## src/rtl/seg_pkg.sv

```systemverilog
// rtl/seg_pkg.sv - shared types, ASCII command constants and segment table
//
// Contents:
//   rd_state_e   read FSM states (IDLE, POP, LAT, CAP)
//   ZERO..LF     ASCII bytes recognised by the command decoder
//   SEG_TABLE    active-low common-anode codes for digits 0..9 (dp off)
//   SEG_BLANK    all segments off
//   seg_code()   BCD digit to segment byte, blank for non-decimal nibbles
package seg_pkg;

  typedef enum logic [1:0] {
    ST_IDLE,
    ST_POP,
    ST_LAT,
    ST_CAP
  } rd_state_e;

  localparam logic [7:0] ZERO  = 8'h30;
  localparam logic [7:0] NINE  = 8'h39;
  localparam logic [7:0] CLR_U = 8'h43;
  localparam logic [7:0] CLR_L = 8'h63;
  localparam logic [7:0] CR    = 8'h0D;
  localparam logic [7:0] LF    = 8'h0A;

  localparam logic [2:0] NDIG_MAX = 3'd6;

  localparam logic [7:0] SEG_BLANK = 8'hFF;

  // Entry [d] holds the pattern for digit d.
  localparam logic [9:0][7:0] SEG_TABLE = {
    8'h90, 8'h80, 8'hF8, 8'h82, 8'h92,
    8'h99, 8'hB0, 8'hA4, 8'hF9, 8'hC0
  };

  function automatic logic [7:0] seg_code(input logic [3:0] d);
    logic [7:0] code;
    code = SEG_BLANK;
    if (d <= 4'd9) code = SEG_TABLE[d];
    return code;
  endfunction

endpackage

```

## src/rtl/seg_scan.sv

```systemverilog
// rtl/seg_scan.sv - six-digit display multiplexer with segment decode
//
// Optional feature macro: SEG_LZ_BLANK_EN (blank leading digits beyond ndig)
//
// Ports:
//   clk, sys_rst_n  clock, asynchronous active-low reset
//   disp_bcd_i      24-bit BCD value, digit i in bits [4i+3:4i]
//   ndig_i          valid digit count (only with SEG_LZ_BLANK_EN)
//   seg_sel_o       active-low one-hot digit select, bit 0 rightmost
//   seg_led_o       active-low segments {dp, g..a}, dp always off
module seg_scan
  import seg_pkg::*;
#(
  parameter int SCAN_DIV = 50000
) (
  input  logic        clk,
  input  logic        sys_rst_n,
  input  logic [23:0] disp_bcd_i,
`ifdef SEG_LZ_BLANK_EN
  input  logic [2:0]  ndig_i,
`endif
  output logic [5:0]  seg_sel_o,
  output logic [7:0]  seg_led_o
);

  localparam int DIV_W = (SCAN_DIV > 1) ? $clog2(SCAN_DIV) : 1;
  localparam logic [DIV_W-1:0] DIV_MAX = DIV_W'(SCAN_DIV - 1);

  logic [DIV_W-1:0] div_q, div_d;
  logic [2:0]       idx_q, idx_d;
  logic [5:0]       seg_sel_q;
  logic [7:0]       seg_led_q;
  logic [3:0]       digit;
  logic [7:0]       code;
  logic             blank;

  always_comb begin
    div_d = div_q + DIV_W'(1);
    idx_d = idx_q;
    if (div_q == DIV_MAX) begin
      div_d = '0;
      idx_d = (idx_q == 3'd5) ? 3'd0 : idx_q + 3'd1;
    end
  end

  always_comb begin
    digit = 4'd0;
    case (idx_q)
      3'd0:    digit = disp_bcd_i[3:0];
      3'd1:    digit = disp_bcd_i[7:4];
      3'd2:    digit = disp_bcd_i[11:8];
      3'd3:    digit = disp_bcd_i[15:12];
      3'd4:    digit = disp_bcd_i[19:16];
      3'd5:    digit = disp_bcd_i[23:20];
      default: digit = 4'd0;
    endcase
    code = seg_code(digit);
  end

`ifdef SEG_LZ_BLANK_EN
  // Digit 0 is always lit so an empty register still reads "0".
  logic [2:0] nshow;
  always_comb begin
    nshow = (ndig_i == 3'd0) ? 3'd1 : ndig_i;
    blank = (idx_q >= nshow);
  end
`else
  always_comb begin
    blank = 1'b0;
  end
`endif

  always_ff @(posedge clk or negedge sys_rst_n) begin
    if (!sys_rst_n) begin
      div_q     <= '0;
      idx_q     <= 3'd0;
      seg_sel_q <= 6'b111111;
      seg_led_q <= SEG_BLANK;
    end else begin
      div_q     <= div_d;
      idx_q     <= idx_d;
      seg_sel_q <= ~(6'b000001 << idx_q);
      seg_led_q <= blank ? SEG_BLANK : {1'b1, code[6:0]};
    end
  end

  assign seg_sel_o = seg_sel_q;
  assign seg_led_o = seg_led_q;

endmodule

```

## src/rtl/seg_fifo_ctrl.sv

```systemverilog
// rtl/seg_fifo_ctrl.sv - UART RX FIFO reader, ASCII digit command decoder, display driver
//
// Optional feature macro: SEG_LZ_BLANK_EN (blank leading digits on the display)
//
// Ports:
//   clk, sys_rst_n  clock, asynchronous active-low reset
//   fifo_empty      FIFO empty flag, sampled only while idle
//   fifo_q          FIFO read data, valid the cycle after rdreq is sampled
//   fifo_rdreq      one-cycle pop strobe
//   seg_sel         active-low one-hot digit select, bit 0 rightmost
//   seg_led         active-low segments {dp, g..a}
//   disp_bcd        6-digit BCD register
//   byte_err        one-cycle pulse after an unrecognised byte is consumed
module seg_fifo_ctrl
  import seg_pkg::*;
#(
  parameter int CLK_FREQ = 50000000,
  parameter int SCAN_HZ  = 1000
) (
  input  logic        clk,
  input  logic        sys_rst_n,
  input  logic        fifo_empty,
  input  logic [7:0]  fifo_q,
  output logic        fifo_rdreq,
  output logic [5:0]  seg_sel,
  output logic [7:0]  seg_led,
  output logic [23:0] disp_bcd,
  output logic        byte_err
);

  localparam int SCAN_DIV = CLK_FREQ / SCAN_HZ;

  rd_state_e   state_q;
  logic        rdreq_q;
  logic        byte_err_q;
  logic [23:0] bcd_q;
  logic [2:0]  ndig_q;

  // rdreq is raised on the IDLE->POP transition so it is high during POP.
  // LAT covers the FIFO read latency; fifo_q is held stable through CAP.
  always_ff @(posedge clk or negedge sys_rst_n) begin
    if (!sys_rst_n) begin
      state_q    <= ST_IDLE;
      rdreq_q    <= 1'b0;
      byte_err_q <= 1'b0;
      bcd_q      <= '0;
      ndig_q     <= 3'd0;
    end else begin
      rdreq_q    <= 1'b0;
      byte_err_q <= 1'b0;
      case (state_q)
        ST_IDLE: begin
          if (!fifo_empty) begin
            state_q <= ST_POP;
            rdreq_q <= 1'b1;
          end
        end
        ST_POP: state_q <= ST_LAT;
        ST_LAT: state_q <= ST_CAP;
        ST_CAP: begin
          state_q <= ST_IDLE;
          if (fifo_q >= ZERO && fifo_q <= NINE) begin
            // Low nibble of an ASCII digit is its BCD value.
            bcd_q <= {bcd_q[19:0], fifo_q[3:0]};
            if (ndig_q != NDIG_MAX) ndig_q <= ndig_q + 3'd1;
          end else if (fifo_q == CLR_U || fifo_q == CLR_L) begin
            bcd_q  <= '0;
            ndig_q <= 3'd0;
          end else if (fifo_q != CR && fifo_q != LF) begin
            byte_err_q <= 1'b1;
          end
        end
        default: state_q <= ST_IDLE;
      endcase
    end
  end

  assign fifo_rdreq = rdreq_q;
  assign byte_err   = byte_err_q;
  assign disp_bcd   = bcd_q;

  seg_scan #(
    .SCAN_DIV(SCAN_DIV)
  ) u_scan (
    .clk       (clk),
    .sys_rst_n (sys_rst_n),
    .disp_bcd_i(bcd_q),
`ifdef SEG_LZ_BLANK_EN
    .ndig_i    (ndig_q),
`endif
    .seg_sel_o (seg_sel),
    .seg_led_o (seg_led)
  );

endmodule

```

## config.mk

```make
export PLATFORM = sky130hd
export DESIGN_NAME = seg_fifo_ctrl
export DESIGN_NICKNAME = d
export VERILOG_FILES = /design/src/rtl/seg_pkg.sv /design/src/rtl/seg_scan.sv /design/src/rtl/seg_fifo_ctrl.sv
export SDC_FILE = /design/constraint.sdc
export NUM_CORES = 1
export LEC_CHECK = 0
export ABC_AREA = 1
export CAP_MARGIN = 30
export CORE_MARGIN = 5
export CORE_UTILIZATION = 45
export CTS_BUF_LIST = sky130_fd_sc_hd__clkbuf_4
export DETAILED_ROUTE_END_ITERATION = 7
export PLACE_DENSITY = 0.81
export SLEW_MARGIN = 20
export SYNTH_ARGS = -nofsm -noshare
export SYNTH_HDL_FRONTEND = slang
export SYNTH_SLANG_ARGS = --single-unit
```

## constraint.sdc

```tcl
create_clock -name clk -period 2.1 [get_ports clk]
set_input_delay 0.21 -clock clk [delete_from_list [all_inputs] [get_ports clk]]
set_output_delay 0.21 -clock clk [all_outputs]
set_load 0.1 [all_outputs]
```

==> summary.md, run 1 <==
| Metric | Value |
|---|---|
| Fin cells | ~520 |
| Final hold viol count | 0 |
| Mux contribution to synthesized area | 0% |
| DRT iter0 DRCs | 87 |
| Layout cell share with drive strength beyond 1 | about a third |
| Avg Cell Area, Syn | approximately 9 um^2 |
| Synth Area in Compound Gates | 9.23% |
| Placer congestion estimate | around 0.85 |
| GRT Overall Usage | between 10% and 20% |
| Cell variety after synth | 38 |
| Post-Synth Simple-Gate Area | approximately 28% |
| Critical Path Source Type | flop |
| Worst-path fanout max | 9 |
| Total number of vias | around 2500 |
| Area of the core | slightly below 7000 um^2 |
| Post-synthesis sequential area ratio | a little under 50% |
| CTS H-Tree Depth | 3 |
| Slowest stage delay, CP | 0.50 ns |
| Max Cap Viol | 0 |
| Final wirelength | 6550 um |
| Final worst slack | just under 0.09 ns |
| IO Pins | between 50 and 60 |
| Global-route wire length before repair | ~11000 um |
| Clk slew on worst S/H paths | about 0.11 ns |
| Crit path cell chain | nor2_8 > nand2_2 > o21ai_2 > nor2_1 > a21oi_2 > inv_1 > ha_1 > o211ai_2 > nand2_4 > nand2_1 |
| FP Rows | 30 |
| CP arrival | 2.36 ns |
| Die Wd | roughly 94 um |
| Synth Area in Adders | 4.36% |
| CTS tree | done |
| CTS buffer count | 9 |
| IO buf count | 49 |
| Synthesized flop and latch total | 60 |
| Setup crit end kind | flop |
| Leakage power | about 1.8 nW |
| Clock tree sinks | 60 |
| Clock Latency Late Sink | roughly 0.4 ns |
| Initial antenna violation count | 0 |
| Syn. warnings | 0 |
| Synth Area in XOR/XNOR | approximately 1.7% |
| Drt drc | 0 |
| Pre-CTS setup slack | between 0.05 and 0.06 ns |
| Placed Cells | 500 |
| Commonest non-fill, non-tap cell in the layout | nand2_1 |
| Power per cell area | between 1000 and 1500 nW/um^2 |
| Largest net degree at the start of global routing | 61 |
| Final worst-path cycle share | between 90% and 100% |
| CP max stage cell | dfrtp_2 |
| Hold WC Path Type | in2async |
| Most frequent cells in the layout | nand2_1, inv_1, buf_4 |
| Crit path time final | slightly above 2 ns |
| Die Span Y | 93.8 um |
| Tot Pwr | ~4 mW |
| Largest family of logic cells by synthesized area | simple AND/OR/NAND/NOR gates |
| Full die area | 8800 um^2 |
| Initial Util | between 40% and 50% |
| Crit Path Category | reg2reg |
| Mapped Nets | between 300 and 400 |
| Ant. Diodes | 0 |
| Routed len/inst | around 13 um |
| Overflow after GRT | 0 |
| Dpl hpwl | slightly below 5000 um |
| Fin Setup TNS | 0 ns |
| Area grow syn2layout | 22.3% |
| Final Slew Violations | 0 |
| CTS root buf | clkbuf_4 |
| Cells after Synth | between 300 and 400 |
| Vias in the first global route | around 2500 |
| Worst vdd ir | approximately 1.0 mV |
| Clock Path Buffers | 2 |
| # setup viols final | 0 |
| Clock skew after layout | 0.0190 ns |
| Fmax | between 0.4 and 0.5 GHz |
| Post-DR vias/cell | around 4.8 |
| Worst Path Required | between 2 and 2.5 ns |
| WP buf/inv | 1 |
| Drt first pass iters | 7 |
| Post-DRT Antenna Nets | 0 |
| Post-Syn Area | ~3200 um^2 |
| CP top delay family | compound AO/OA/AOI/OAI gates |
| Final nets | 439 |
| Status | completed |
[cell type report]
type,count,area (um^2)
clock buffer,9,67.6
clock inverter,7,67.6
fill,622,2970
inverter,60,230
multi-input combinational,225,1360
sequential,60,1530
tap,96,120
timing repair buffer,61,493
[registers in the layout (all words and copies together) (netlist names)]
name / cells
u_scan.div_q: 16
u_scan.idx_q: 3
byte_err: 1
u_scan.seg_sel_o: 6
u_scan.seg_led_o: 7
state_q: 2
fifo_rdreq: 1
disp_bcd: 24
[tightest hold or removal path, cell delays in order]
cell	delay, ns
dlygate4sd3_1	0.52
buf_2	0.12
buf_12	0.28
[path summary, 6_finish.rpt]
check / from / to / slack (ns) / depth (start not counted)
worst min-delay path: sys_rst_n / u_scan.div_q[6]$_DFF_PN0_ / 0.32 / 3
max in group asynchronous: sys_rst_n / u_scan.seg_sel_o[2]$_DFF_PN1_ / 1.45 / 3
min in group clk: fifo_empty / fifo_rdreq$_DFF_PN0_ / 0.35 / 2
worst max register to register: u_scan.idx_q[0]$_DFFE_PN0N_ / u_scan.seg_led_o[0]$_DFF_PN1_ / 0.09 / 10
worst min register to register: u_scan.div_q[0]$_DFF_PN0_ / u_scan.div_q[0]$_DFF_PN0_ / 0.49 / 1
worst max-delay path: u_scan.idx_q[0]$_DFFE_PN0N_ / u_scan.seg_led_o[0]$_DFF_PN1_ / 0.09 / 10
[logic make-up after synthesis]
group,count (synthesis)
flip-flops,60
XOR/XNOR,6
AND/OR/NAND/NOR,157
buffers and inverters,68
other,1
adder cells (fa/ha/maj),11
AO/OA/AOI/OAI,50
[synthesized netlist by cell type, drive strengths merged]
library cell / n / area share, %
o21ai: 42 / 6.9
a21oi: 3 / 0.59
dfrtp: 47 / 37
nor4: 1 / 0.40
dfstp: 13 / 11
xor2: 6 / 1.7
o31ai: 1 / 0.24
clkbuf: 2 / 0.24
a31o: 1 / 0.28
nand3: 27 / 6.4
nor2: 35 / 6.7
nand3b: 2 / 0.48
ha: 11 / 4.4
nand2: 77 / 10
a31oi: 1 / 0.20
conb: 1 / 0.12
o22ai: 1 / 0.63
inv: 60 / 7.3
nor3b: 2 / 0.48
buf: 6 / 1.5
o211ai: 1 / 0.40
nor3: 4 / 0.79
nand4: 9 / 1.8
[through the flow]
stage | util, % | hold WS, ns | cell area [um^2]
2_1_floorplan | - | -0.0856 | 3170
3_3_place_gp | 54.2 | 0.237 | 3710
3_5_place_dp | 54.2 | 0.242 | 3710
4_1_cts | 56.4 | 0.305 | 3850
5_1_grt | 56.6 | 0.336 | 3860
6_report | 56.6 | 0.317 | 3860
[layer usage]
| layer | track usage, % | part of all wire [%] |
|---|---|---|
| met5 | 0 | 0 |
| met4 | 7.22 | 2.6 |
| met3 | 4.89 | 6.4 |
| met2 | 26.1 | 47 |
| met1 | 19.6 | 44 |
[repair_timing]
item | 4_1_cts | 5_1_grt
hold buffers | 1 | 0
hold endpoints to repair | 47 | 0
buffers inserted | 0 | 1
gates resized for setup | 0 | 3
endpoints found under the setup margin | 0 | 7
[report_power, final]
group	total (mW)	leakage, nW	internal [mW]	switching [mW]
Sequential	1.43	0.758	1.34	0.0948
Clock	0.792	0.0693	0.356	0.436
Combinational	1.77	1.00	0.435	1.33
Total	3.99	1.83	2.13	1.86
Power figures use the tool's default switching activity.
==> inputs of run 2 (changes only) <==
--- a/config.mk
+++ b/config.mk
@@ -10,6 +10,7 @@
 export CORE_MARGIN = 5
 export CORE_UTILIZATION = 45
 export CTS_BUF_LIST = sky130_fd_sc_hd__clkbuf_4
+export CTS_CLUSTER_DIAMETER = 60
 export DETAILED_ROUTE_END_ITERATION = 7
 export PLACE_DENSITY = 0.81
 export SLEW_MARGIN = 20
==> results of run 2 <==
No change in the layout: final DEF, timing and power equal those of run 1.
